## src/rtl/muldiv_unit.sv

```systemverilog
// Iterative RV32M multiply/divide unit: shift-add multiply, restoring divide, 32 iterations.
// Optional macro MULDIV_EARLY_OUT_EN lets trivial operands (A==0, B==0, signed overflow) bypass CALC.
module muldiv_unit #(
    parameter int XLEN = 32,
    parameter int RA_W = 5
) (
    input  logic            clk,
    input  logic            rst,
    input  logic            in_valid,
    output logic            in_ready,
    input  logic [2:0]      op,
    input  logic [XLEN-1:0] rs1_data,
    input  logic [XLEN-1:0] rs2_data,
    input  logic [RA_W-1:0] rd_addr,
    input  logic            flush,
    output logic            busy,
    output logic            out_valid,
    output logic            wb_we,
    output logic [RA_W-1:0] wb_wa,
    output logic [XLEN-1:0] wb_wd
);

    localparam logic [1:0] ST_IDLE = 2'd0;
    localparam logic [1:0] ST_CALC = 2'd1;
    localparam logic [1:0] ST_DONE = 2'd2;

    localparam logic [2:0] OP_MUL    = 3'd0;
    localparam logic [2:0] OP_MULH   = 3'd1;
    localparam logic [2:0] OP_MULHSU = 3'd2;
    localparam logic [2:0] OP_MULHU  = 3'd3;
    localparam logic [2:0] OP_DIV    = 3'd4;
    localparam logic [2:0] OP_DIVU   = 3'd5;
    localparam logic [2:0] OP_REM    = 3'd6;
    localparam logic [2:0] OP_REMU   = 3'd7;

    localparam logic [XLEN-1:0] ZERO_W = {XLEN{1'b0}};
    localparam logic [XLEN-1:0] ONES_W = {XLEN{1'b1}};
    localparam logic [XLEN-1:0] MIN_W  = {1'b1, {(XLEN-1){1'b0}}};

    function automatic logic [XLEN-1:0] twos_neg(input logic [XLEN-1:0] v);
        return ~v + {{(XLEN-1){1'b0}}, 1'b1};
    endfunction

    logic [1:0]        state_r;
    logic [5:0]        cnt_r;
    logic [2:0]        op_r;
    logic [RA_W-1:0]   rd_r;
    logic              neg_r;
    logic              a_zero_r;
    logic              b_zero_r;
    logic              ovf_r;
    logic [XLEN-1:0]   a_mag_r;
    logic [XLEN-1:0]   b_mag_r;
    logic [2*XLEN-1:0] acc_r;
    logic [XLEN-1:0]   rem_r;

    logic              out_valid_r;
    logic              wb_we_r;
    logic [RA_W-1:0]   wb_wa_r;
    logic [XLEN-1:0]   wb_wd_r;

    logic              accept_s;
    logic              a_signed_s;
    logic              b_signed_s;
    logic              a_neg_s;
    logic              b_neg_s;
    logic              neg_s;
    logic              a_zero_s;
    logic              b_zero_s;
    logic              ovf_s;
    logic              early_s;
    logic [XLEN-1:0]   a_mag_s;
    logic [XLEN-1:0]   b_mag_s;

    logic [XLEN:0]     add_s;
    logic [2*XLEN-1:0] mul_next_s;
    logic [XLEN:0]     shl_s;
    logic [XLEN:0]     diff_s;
    logic [XLEN-1:0]   rem_next_s;
    logic [XLEN-1:0]   quo_next_s;
    logic [XLEN-1:0]   hi_neg_s;
    logic [XLEN-1:0]   res_s;

    assign in_ready  = (state_r == ST_IDLE);
    assign busy      = (state_r != ST_IDLE);
    assign accept_s  = in_valid && (state_r == ST_IDLE);
    assign out_valid = out_valid_r;
    assign wb_we     = wb_we_r;
    assign wb_wa     = wb_wa_r;
    assign wb_wd     = wb_wd_r;

    // Operand decode at accept: signedness, magnitudes, result sign and special cases.
    always_comb begin
        a_signed_s = (op == OP_MULH) || (op == OP_MULHSU) || (op == OP_DIV) || (op == OP_REM);
        b_signed_s = (op == OP_MULH) || (op == OP_DIV) || (op == OP_REM);
        a_neg_s    = a_signed_s && rs1_data[XLEN-1];
        b_neg_s    = b_signed_s && rs2_data[XLEN-1];
        a_mag_s    = a_neg_s ? twos_neg(rs1_data) : rs1_data;
        b_mag_s    = b_neg_s ? twos_neg(rs2_data) : rs2_data;
        a_zero_s   = (rs1_data == ZERO_W);
        b_zero_s   = (rs2_data == ZERO_W);
        ovf_s      = ((op == OP_DIV) || (op == OP_REM)) && (rs1_data == MIN_W) && (rs2_data == ONES_W);
        case (op)
            OP_MULH, OP_DIV:  neg_s = a_neg_s ^ b_neg_s;
            OP_MULHSU, OP_REM: neg_s = a_neg_s;
            default:          neg_s = 1'b0;
        endcase
    end

`ifdef MULDIV_EARLY_OUT_EN
    assign early_s = a_zero_s || b_zero_s || ovf_s;
`else
    assign early_s = 1'b0;
`endif

    // One iteration of shift-add multiply and restoring divide.
    always_comb begin
        add_s      = {1'b0, acc_r[2*XLEN-1:XLEN]} + (acc_r[0] ? {1'b0, a_mag_r} : {(XLEN+1){1'b0}});
        mul_next_s = {add_s, acc_r[XLEN-1:1]};
        shl_s      = {rem_r, acc_r[XLEN-1]};
        diff_s     = shl_s - {1'b0, b_mag_r};
        if (!diff_s[XLEN]) begin
            rem_next_s = diff_s[XLEN-1:0];
            quo_next_s = {acc_r[XLEN-2:0], 1'b1};
        end else begin
            rem_next_s = shl_s[XLEN-1:0];
            quo_next_s = {acc_r[XLEN-2:0], 1'b0};
        end
    end

    // Final result: sign fix-up, word select and forced special-case values.
    always_comb begin
        hi_neg_s = ~acc_r[2*XLEN-1:XLEN] + {{(XLEN-1){1'b0}}, (acc_r[XLEN-1:0] == ZERO_W)};
        res_s    = ZERO_W;
        case (op_r)
            OP_MUL: begin
                if (a_zero_r || b_zero_r) res_s = ZERO_W;
                else                      res_s = acc_r[XLEN-1:0];
            end
            OP_MULH, OP_MULHSU, OP_MULHU: begin
                if (a_zero_r || b_zero_r) res_s = ZERO_W;
                else if (neg_r)           res_s = hi_neg_s;
                else                      res_s = acc_r[2*XLEN-1:XLEN];
            end
            OP_DIV, OP_DIVU: begin
                if (b_zero_r)      res_s = ONES_W;
                else if (ovf_r)    res_s = MIN_W;
                else if (a_zero_r) res_s = ZERO_W;
                else if (neg_r)    res_s = twos_neg(acc_r[XLEN-1:0]);
                else               res_s = acc_r[XLEN-1:0];
            end
            OP_REM, OP_REMU: begin
                // Divide by zero returns A, rebuilt from its magnitude and sign.
                if (b_zero_r)      res_s = neg_r ? twos_neg(a_mag_r) : a_mag_r;
                else if (ovf_r)    res_s = ZERO_W;
                else if (a_zero_r) res_s = ZERO_W;
                else if (neg_r)    res_s = twos_neg(rem_r);
                else               res_s = rem_r;
            end
            default: res_s = ZERO_W;
        endcase
    end

    // Control FSM and registered writeback outputs.
    always_ff @(posedge clk) begin
        if (rst) begin
            state_r     <= ST_IDLE;
            cnt_r       <= 6'd0;
            out_valid_r <= 1'b0;
            wb_we_r     <= 1'b0;
            wb_wa_r     <= {RA_W{1'b0}};
            wb_wd_r     <= ZERO_W;
        end else begin
            out_valid_r <= 1'b0;
            wb_we_r     <= 1'b0;
            case (state_r)
                ST_IDLE: begin
                    cnt_r <= 6'd0;
                    if (accept_s) state_r <= early_s ? ST_DONE : ST_CALC;
                    else          state_r <= ST_IDLE;
                end
                ST_CALC: begin
                    if (flush) begin
                        state_r <= ST_IDLE;
                        cnt_r   <= 6'd0;
                    end else if (cnt_r == 6'd31) begin
                        state_r <= ST_DONE;
                        cnt_r   <= 6'd0;
                    end else begin
                        cnt_r   <= cnt_r + 6'd1;
                    end
                end
                ST_DONE: begin
                    state_r <= ST_IDLE;
                    cnt_r   <= 6'd0;
                    if (!flush) begin
                        out_valid_r <= 1'b1;
                        wb_we_r     <= (rd_r != {RA_W{1'b0}});
                        wb_wa_r     <= rd_r;
                        wb_wd_r     <= res_s;
                    end else begin
                        out_valid_r <= 1'b0;
                    end
                end
                default: begin
                    state_r <= ST_IDLE;
                    cnt_r   <= 6'd0;
                end
            endcase
        end
    end

    // Operand capture at accept and per-cycle datapath iteration.
    always_ff @(posedge clk) begin
        if (rst) begin
            op_r     <= 3'd0;
            rd_r     <= {RA_W{1'b0}};
            neg_r    <= 1'b0;
            a_zero_r <= 1'b0;
            b_zero_r <= 1'b0;
            ovf_r    <= 1'b0;
            a_mag_r  <= ZERO_W;
            b_mag_r  <= ZERO_W;
            acc_r    <= {(2*XLEN){1'b0}};
            rem_r    <= ZERO_W;
        end else if (accept_s) begin
            op_r     <= op;
            rd_r     <= rd_addr;
            neg_r    <= neg_s;
            a_zero_r <= a_zero_s;
            b_zero_r <= b_zero_s;
            ovf_r    <= ovf_s;
            a_mag_r  <= a_mag_s;
            b_mag_r  <= b_mag_s;
            // Low half holds the multiplier for MUL* or the dividend for DIV*/REM*.
            acc_r    <= {ZERO_W, op[2] ? a_mag_s : b_mag_s};
            rem_r    <= ZERO_W;
        end else if (state_r == ST_CALC) begin
            if (op_r[2]) begin
                acc_r <= {acc_r[2*XLEN-1:XLEN], quo_next_s};
                rem_r <= rem_next_s;
            end else begin
                acc_r <= mul_next_s;
            end
        end else begin
            acc_r <= acc_r;
        end
    end

endmodule
```

## config.mk

```make
export PLATFORM = sky130hd
export DESIGN_NAME = muldiv_unit
export DESIGN_NICKNAME = d
export VERILOG_FILES = /design/src/rtl/muldiv_unit.sv
export SDC_FILE = /design/constraint.sdc
export NUM_CORES = 1
export LEC_CHECK = 0
export CORE_UTILIZATION = 45
export DETAILED_ROUTE_END_ITERATION = 8
export GPL_ROUTABILITY_DRIVEN = 0
export PLACE_DENSITY = 0.68
export SKIP_LAST_GASP = 1
export SYNTH_ARGS = -nofsm -noshare
export SYNTH_HDL_FRONTEND = slang
export SYNTH_SLANG_ARGS = --single-unit
```

## constraint.sdc

```tcl
create_clock -name clk -period 5.35 [get_ports clk]
set_clock_uncertainty 0.1 [all_clocks]
set_input_delay 1.3375 -clock clk [delete_from_list [all_inputs] [get_ports clk]]
set_output_delay 1.3375 -clock clk [all_outputs]
set_load 0.01 [all_outputs]
```

# After elaboration in Yosys (flattened, before gate mapping)
# Cells that the tools add are included.
# W data, S select, Z words.
[totals] reg_bits=219 inputBits=76 out_inout_bits=41 word_cells=114
[op_classes] add_sub_neg=9 n_eq_ne=17 muxes=28 bitwise_logic=11 n_reduce_logical=32
[op_table] operator="$mux W32" count=20
[op_table] operator="$not A32 Y32" count=6
[op_table] operator="$add A32 B1 Y32 const B" count=5
[op_table] operator="$pmux W32 S4" count=1
[op_table] operator="$logic_not A32 Y1" count=3
[op_table] operator="$eq A32 B32 Y1 const B" count=2
[op_table] operator="$add A32 B32 Y33" count=1
[op_table] operator="$sub A33 B32 Y33" count=1
[op_table] operator="$add A32 B1 Y32" count=1
[op_table] operator="$eq A3 B3 Y1 const B" count=6
[op_table] operator="$reduce_or A2 Y1" count=6
[op_table] operator="$eq A3 B2 Y1 const B" count=3
[op_table] operator="$logic_or A1 B1 Y1" count=7
[op_table] operator="$add A6 B1 Y6 const B" count=1
[op_table] operator="$eq A3 B1 Y1 const B" count=2
[op_table] operator="$eq A6 B5 Y1 const B" count=1
[op_table] operator="$reduce_and A2 Y1" count=3
[op_table] operator="$reduce_or A3 Y1" count=2
[op_table] operator="$logic_and A1 B1 Y1" count=5
[op_table] operator="$reduce_bool A5 Y1" count=1
[op_table] operator="$mux W2" count=2
[op_table] operator="$not A1 Y1" count=4
[op_table] operator="$pmux W2 S2" count=1
[op_table] operator="$reduce_bool A2 Y1" count=2
[op_table] operator="other kinds (9)" count=11

# Longest topological paths before layout
# Gate-level depths: netlist of run 1.
[depth] word_depth=8 depth_mapped=17 depth_no_buf=14

# Least setup slack after synthesis of run 1
# OpenSTA, ideal clock, no wires.
[synth_timing] kind="reg2reg" start="register acc_r[6]" end="register wb_wd_r[11] (netlist: wb_wd[11])" setup_ns=0.119 arrival_time_ns=3.705 required_time_ns=5.131 path_slack_ns=1.426 path_stages_with_launch=14 n_path_buf=1 synth_period_minus_slack_ns=3.924 cell_sequence="dfxtp_1 -> clkbuf_1 -> or4_1 -> nor4_1 -> nand4b_1 -> nor3_1 -> ha_1 -> nand2b_1 -> or4_1 -> o41ai_1 -> xnor2_1 -> a221oi_1 -> o21ai_0 -> o221a_2"
[synth_between] elab_chain_cells=7 word_cells_on_any_way=11 classes_between="2 x add/sub; 7 x mux; 1 x bitwise; 1 x reduce/logical"
[synth_lines] item="from (decl)" line_no="54" source="logic [2*XLEN-1:0] acc_r;"
[synth_lines] item="from (signal assigned)" line_no="224" source="acc_r <= {(2*XLEN){1'b0}};"
[synth_lines] item="from (signal assigned)" line_no="236" source="acc_r <= {ZERO_W, op[2] ? a_mag_s : b_mag_s};"
[synth_lines] item="from (signal assigned)" line_no="240" source="acc_r <= {acc_r[2*XLEN-1:XLEN], quo_next_s};"
[synth_lines] item="parallel branches: the longest is 6 deep, another holds $add A32 B1 Y32"
[synth_lines] item="$pmux W32 S4 (*)" line_no="135" source="case (op_r)"
[synth_lines] item="to (signal assigned)" line_no="200" source="wb_wd_r <= res_s;"
[synth_lines] item="to (decl)" line_no="60" source="logic [XLEN-1:0] wb_wd_r;"
# Every way passes the cells marked *.
# A chain may end at the register's enable or synchronous reset.

# Worst setup path in the final report of run 1
[layout_timing] start="register acc_r[2]" end="register wb_wd_r[17] (netlist: wb_wd[17])"
# The elaborated chain is that of the path after synthesis.

==> impl_metrics.json, run 1 <==
{
  "synthMostInstantiatedCell": "nor2_1",
  "worstMarginPinSlew_ns": 1.17,
  "critPathRequiredTime_ns": 5.72,
  "clock_sinks": 219,
  "synthArstFlopShare": 0,
  "max_stage_delay_ns": 0.59,
  "antenna_found_initial": 0,
  "synth_edf_count": 0,
  "syn_nets": 2496,
  "nets": 2505,
  "setup_viol": 0,
  "clock_path_buffers": 3,
  "h-tree-depth": 1,
  "insertedDiodeCount": 0,
  "ys_warn_count": 0,
  "num_rows": 71,
  "powerDensity_nw_per_um2": 253,
  "wire_per_inst_um": 21.9,
  "grt_pass1_wl_um": 96900,
  "critPathMaxFanout": 9,
  "fmax_mhz": 226,
  "cap_viol_max_count": 0,
  "synth_common_cells": "244 x nor2_1, 219 x dfxtp_1, 211 x a21oi_1",
  "ys.flop_type": "dfxtp_1",
  "cp_top_family": "simple AND/OR/NAND/NOR gates",
  "numCtsBuffers": 27,
  "ys_ff_latch": 219,
  "place_inst": 2836,
  "cts.repair.resized": 0,
  "p_leak_nw": 7.32,
  "ir_drop_mv": 0.230,
  "grt_usage": 0.313,
  "hp-class": "flop to flop",
  "path_buf_inv": 0,
  "synth_largest_area_cell": "dfxtp_1",
  "ios": 117,
  "worstPathArrival_ns": 4.80,
  "slowest_stage": "or3b_2",
  "io_buffers": 116,
  "via_per_inst": 6.40,
  "synth_top_cell_area_share": 0.250,
  "area_growth_pct": 13.4,
  "cts_setup_buffers": 0,
  "tns_ns": 0,
  "drt_iter0_drc": 2302,
  "synthCells": 2345,
  "start_kind": "flop",
  "finalCriticalPeriod_ns": 4.42,
  "outcome": "completed",
  "path_clk_slew_ns": 0.07,
  "die_h_um": 199,
  "critPathCaptureType": "flop",
  "clkLatencyLatePin_ns": 0.57,
  "post-route-drc-count": 0,
  "core_area_um2": 38000,
  "rsz0062_at_grt": "false",
  "design.die.area_um2": 39700,
  "min_period_over_period": 0.827,
  "final_cells": 2886,
  "hold_viol_final": 0,
  "initial_core_util": 0.461,
  "worstPathCellList": "or3_1, or3b_2, nand4b_1, nor3_1, ha_1, nand2b_1, nor4_1, nand2_1, o21ai_0, nor3_1, a2111oi_0, o21ai_0, o221a_2",
  "grt_overflow": 0,
  "vias": 18476,
  "ys_top_cells_by_area": "dfxtp_1 25%, xnor2_1 6.4%, a21oi_1 6.0%, nor2_1 5.2%, ha_1 5.2%",
  "ctsHoldBuffers": 0,
  "die_w_um": 199,
  "postRouteAntennaNets": 0,
  "syn_area_um2": 17500,
  "cts_tree": "done",
  "wl_um": 63100,
  "crit_type": "flop to flop",
  "grt_max_degree": 76,
  "grt_pass1_vias": 16770,
  "place_hpwl_um": 47300,
  "slew_violations": 0,
  "fin_util": 0.523,
  "relSlewSlack": 0.221,
  "drtPass1Iterations": 6,
  "ys_seq_area_frac": 0.250,
  "post_synth_num_cell_types": 81,
  "drive_gt1_frac": 0.0556,
  "cts_root_buf": "clkbuf_16",
  "avgSynthCellArea_um2": 7.47
}
## layout by cell type (no fill, tap or decap), types with 8 or more instances in the layout
cell / count
nor2_1: 241
nand4_1: 23
o211ai_1: 12
o31ai_1: 41
nand2b_1: 27
or4_1: 26
and2_1: 39
ha_1: 73
nand3_1: 45
a21o_1: 32
xor2_1: 84
a221oi_1: 17
o21a_1: 9
a211oi_1: 91
a211o_1: 8
nor2b_1: 10
and3_1: 18
or2_2: 9
buf_4: 29
nand2_1: 182
o41ai_1: 26
a21boi_0: 8
or3_1: 24
o21ai_0: 168
clkbuf_16: 27
a31oi_1: 22
clkdlybuf4s50_1: 115
xnor2_1: 128
a21oi_1: 210
a22oi_1: 13
nor3_1: 64
nor4_1: 25
o221ai_1: 18
o22ai_1: 15
o221a_2: 11
inv_1: 64
dfxtp_1: 217
mux2i_1: 66
## sequential cells by signal (all words and copies together), names as in the netlist, 2 cells and up
signal,flops
a_mag_r,32
acc_r,64
b_mag_r,32
cnt_r,6
op_r,3
rd_r,5
rem_r,32
state_r,2
wb_wa,5
wb_wd,32
## kinds of logic after synthesis
| kind of cell | after synthesis | synth area share |
|---|---|---|
| compound gates | 758 | 0.281 |
| xor+xnor | 212 | 0.106 |
| fa+ha+maj | 75 | 0.0544 |
| buf+inv | 229 | 0.0496 |
| flops | 219 | 0.250 |
| mux | 71 | 0.0409 |
| simple gates | 781 | 0.218 |
## worst paths after layout
check / startpoint / end / slack [ns] / cells past startpoint
max reg2reg: acc_r[2] / wb_wd[17] / 0.93 / 13
min: cnt_r[0] / cnt_r[0] / 0.35 / 1
min reg2reg: cnt_r[0] / cnt_r[0] / 0.35 / 1
max: acc_r[2] / wb_wd[17] / 0.93 / 13
## routing by layer
metal	GRT usage	up-vias	share of wire
met1	0.440	8652	0.43
met4	0.158	0	0.053
met2	0.455	996	0.41
met5	0	-	0
met3	0.0554	171	0.098
li1	-	8657	-
## stage by stage
step	instance area [um2]	total power (W)	hold WS, ns	worst slack, ns
final	19900	0.00502	0.354	0.926
after global routing	19900	0.00519	0.373	0.571
after CTS	19900	0.00498	0.358	0.977
after detailed placement	18900	0.00307	0.350	0.803
after global placement	18900	0.00304	0.332	0.886
after floorplan	17500	0.00267	0.318	1.43
## area by class of cell
| cell class | count | area [um2] |
|---|---|---|
| fillers | 3791 | 18100 |
| flip-flops and latches | 219 | 4390 |
| clock buffers | 33 | 748 |
| well taps | 511 | 639 |
| clock inverters | 17 | 176 |
| repair buffers | 144 | 1370 |
| inverters | 65 | 244 |
| multi-input cells | 1897 | 12300 |
## power by group
part / internal (W) / switching [W] / leakage [nW]
Sequential: 0.00171 / 0.000162 / 1.79
Clock: 0.00110 / 0.000830 / 0.449
Combinational: 0.000465 / 0.000746 / 5.08
Total: 0.00328 / 0.00174 / 7.32
No activity file was read; power rests on OpenSTA's default activity.
==> run 2, diff against run 1 <==
==> constraint.sdc (replaced) <==
create_clock -name clk -period 4.6 [get_ports clk]
set_clock_uncertainty 0.1 [all_clocks]
set_input_delay 1.15 -clock clk [delete_from_list [all_inputs] [get_ports clk]]
set_output_delay 1.15 -clock clk [all_outputs]
set_load 0.01 [all_outputs]
==> impl_metrics.json, run 2 (synthesized netlist as in run 1, its figures left out) <==
{
  "outcome": "completed",
  "rr_endpoint": "wb_wd[17]",
  "grt_pass1_wl_um": 95600,
  "ctsHoldBuffers": 0,
  "clock_power_share": 0.380,
  "initial_core_util": 0.461,
  "place_hpwl_um": 47100,
  "cap_viol_max_count": 0,
  "p_sw_w": 0.00197,
  "start_kind": "flop",
  "via_per_inst": 6.43,
  "grt-busiest-layer": "met2",
  "largest_reg_flops": 64,
  "design.die.area_um2": 39700,
  "cts_root_buf": "clkbuf_16",
  "path_clk_slew_ns": 0.07,
  "gr-usage-met2": 0.439,
  "setup_viol": 0,
  "critPathCaptureType": "flop",
  "die_h_um": 199,
  "h-tree-depth": 1,
  "final_cell_mix": "241 x nor2_1, 217 x dfxtp_1, 210 x a21oi_1",
  "grt_usage": 0.310,
  "cts.repair.resized": 0,
  "post_dp_cell_area_um2": 19100,
  "rsz0062_at_grt": "false",
  "nets": 2530,
  "drtPass1Iterations": 8,
  "area_growth_pct": 14.5,
  "post-route-drc-count": 0,
  "antenna_found_initial": 0,
  "worst_hold_path.endpoint": "cnt_r[0]",
  "postLayoutCellArea_um2": 20100,
  "grt_pass1_vias": 16628,
  "grt_overflow": 0,
  "fmax_mhz": 236,
  "powerDensity_nw_per_um2": 290,
  "cts_setup_buffers": 0,
  "core_area_um2": 38000,
  "clock_sinks": 219,
  "crit_type": "flop to flop",
  "rr_worst_depth": 13,
  "relSlewSlack": 0.167,
  "ios": 117,
  "regMostFlops": "acc_r",
  "hp-start": "cnt_r[0]",
  "hp-class": "flop to flop",
  "clock_path_buffers": 3,
  "min_period_over_period": 0.919,
  "tns_ns": 0,
  "p_int_w": 0.00386,
  "hold_viol_final": 0,
  "cts_tree": "done",
  "comb_power_share": 0.249,
  "ir_drop_mv": 0.253,
  "wl_um": 62900,
  "postRouteAntennaNets": 0,
  "p_sw_frac": 0.338,
  "grt_use_met1": 0.433,
  "min_path_cells": 1,
  "io_buffers": 116,
  "critPathRequiredTime_ns": 4.96,
  "p_leak_nw": 7.44,
  "critPathMaxFanout": 9,
  "reg2reg_from": "acc_r[2]",
  "clkLatencyLatePin_ns": 0.56,
  "die_w_um": 199,
  "slew_violations": 0,
  "numCtsBuffers": 27,
  "final_common_cell": "nor2_1",
  "worstPathArrival_ns": 4.59,
  "drt_iter0_drc": 2236,
  "drive_gt1_frac": 0.0642,
  "worstMarginPinSlew_ns": 1.25,
  "finalCriticalPeriod_ns": 4.23,
  "vias": 18713,
  "grt_max_degree": 69,
  "p_seq_frac": 0.372,
  "reg2reg_setup_slack_ns": 0.37,
  "use_met3": 0.0581,
  "wire_per_inst_um": 21.6,
  "num_rows": 71
}
run 2: cell types whose count changed in the layout (fill, tap and decap cells not counted):
| cell | change |
|---|---|
| clkinv_2 | +2 |
| clkbuf_16 | +1 |
| diode_2 | +1 |
| clkbuf_1 | +1 |
| buf_4 | +24 |
| clkinv_4 | -3 |
| buf_12 | +1 |
| inv_6 | -3 |
run 2: worst max path at each step:
stage                       from   endpoint  slack, ns  depth (start not counted)
finish                  acc_r[2]  wb_wd[17]       0.37                         13
global route            acc_r[2]  wb_wd[11]       0.15                         12
CTS                     acc_r[2]  wb_wd[11]       0.48                         12
detailed placement  rs2_data[12]  acc_r[26]       0.26                          9
global placement    rs2_data[12]  acc_r[26]       0.26                          9
floorplan               acc_r[6]  wb_wd[11]       0.68                         13
run 2: final cells by class:
class                      instances  area (um2)
tap                              511         639
clock inverter                    13         134
multi-input combinational       1897       12300
sequential                       219        4390
inverter                          65         244
clock buffer                      35         777
antenna                            1        2.50
timing repair buffer             169        1570
fill                            3698       18000
run 2: critical path, cell delays in order, from the launching register on:
cell and delay [ns]:
dfxtp_1 0.38, or3_1 0.46, or3b_2 0.58, nand4b_1 0.23
nor3_1 0.44, ha_1 0.33, nand2b_1 0.09, nor4_1 0.26
nand2_1 0.24, o21ai_0 0.25, nor3_1 0.08, a2111oi_0 0.28
o21ai_0 0.15, o221a_2 0.25
run 2: per-layer routing:
layer | vias to the layer above | part of all wire
li1 | 8705 | -
met3 | 189 | 0.10
met2 | 1055 | 0.40
met1 | 8764 | 0.43
met5 | - | 0
met4 | 0 | 0.064
run 2: power groups by stage:
| stage | clock network (W) | registers [W] | logic (W) |
|---|---|---|---|
| 4_1_cts | 0.00222 | 0.00215 | 0.00141 |
| 6_report | 0.00221 | 0.00216 | 0.00145 |
| 2_1_floorplan | 0 | 0.00210 | 0.00101 |
| 3_3_place_gp | 0 | 0.00219 | 0.00138 |
| 5_1_grt | 0.00230 | 0.00217 | 0.00156 |
| 3_5_place_dp | 0 | 0.00219 | 0.00140 |
run 2: through the flow:
stage | hold WS (ns) | std cells | setup slack, ns | utilization | power, W
after floorplan | 0.318 | 2345 | 0.676 | - | 0.00310
after global placement | 0.331 | 2861 | 0.265 | 0.504 | 0.00356
after detailed placement | 0.337 | 2861 | 0.259 | 0.504 | 0.00359
after CTS | 0.349 | 2909 | 0.475 | 0.528 | 0.00578
after global routing | 0.368 | 2909 | 0.154 | 0.528 | 0.00602
final | 0.345 | 2910 | 0.372 | 0.528 | 0.00582
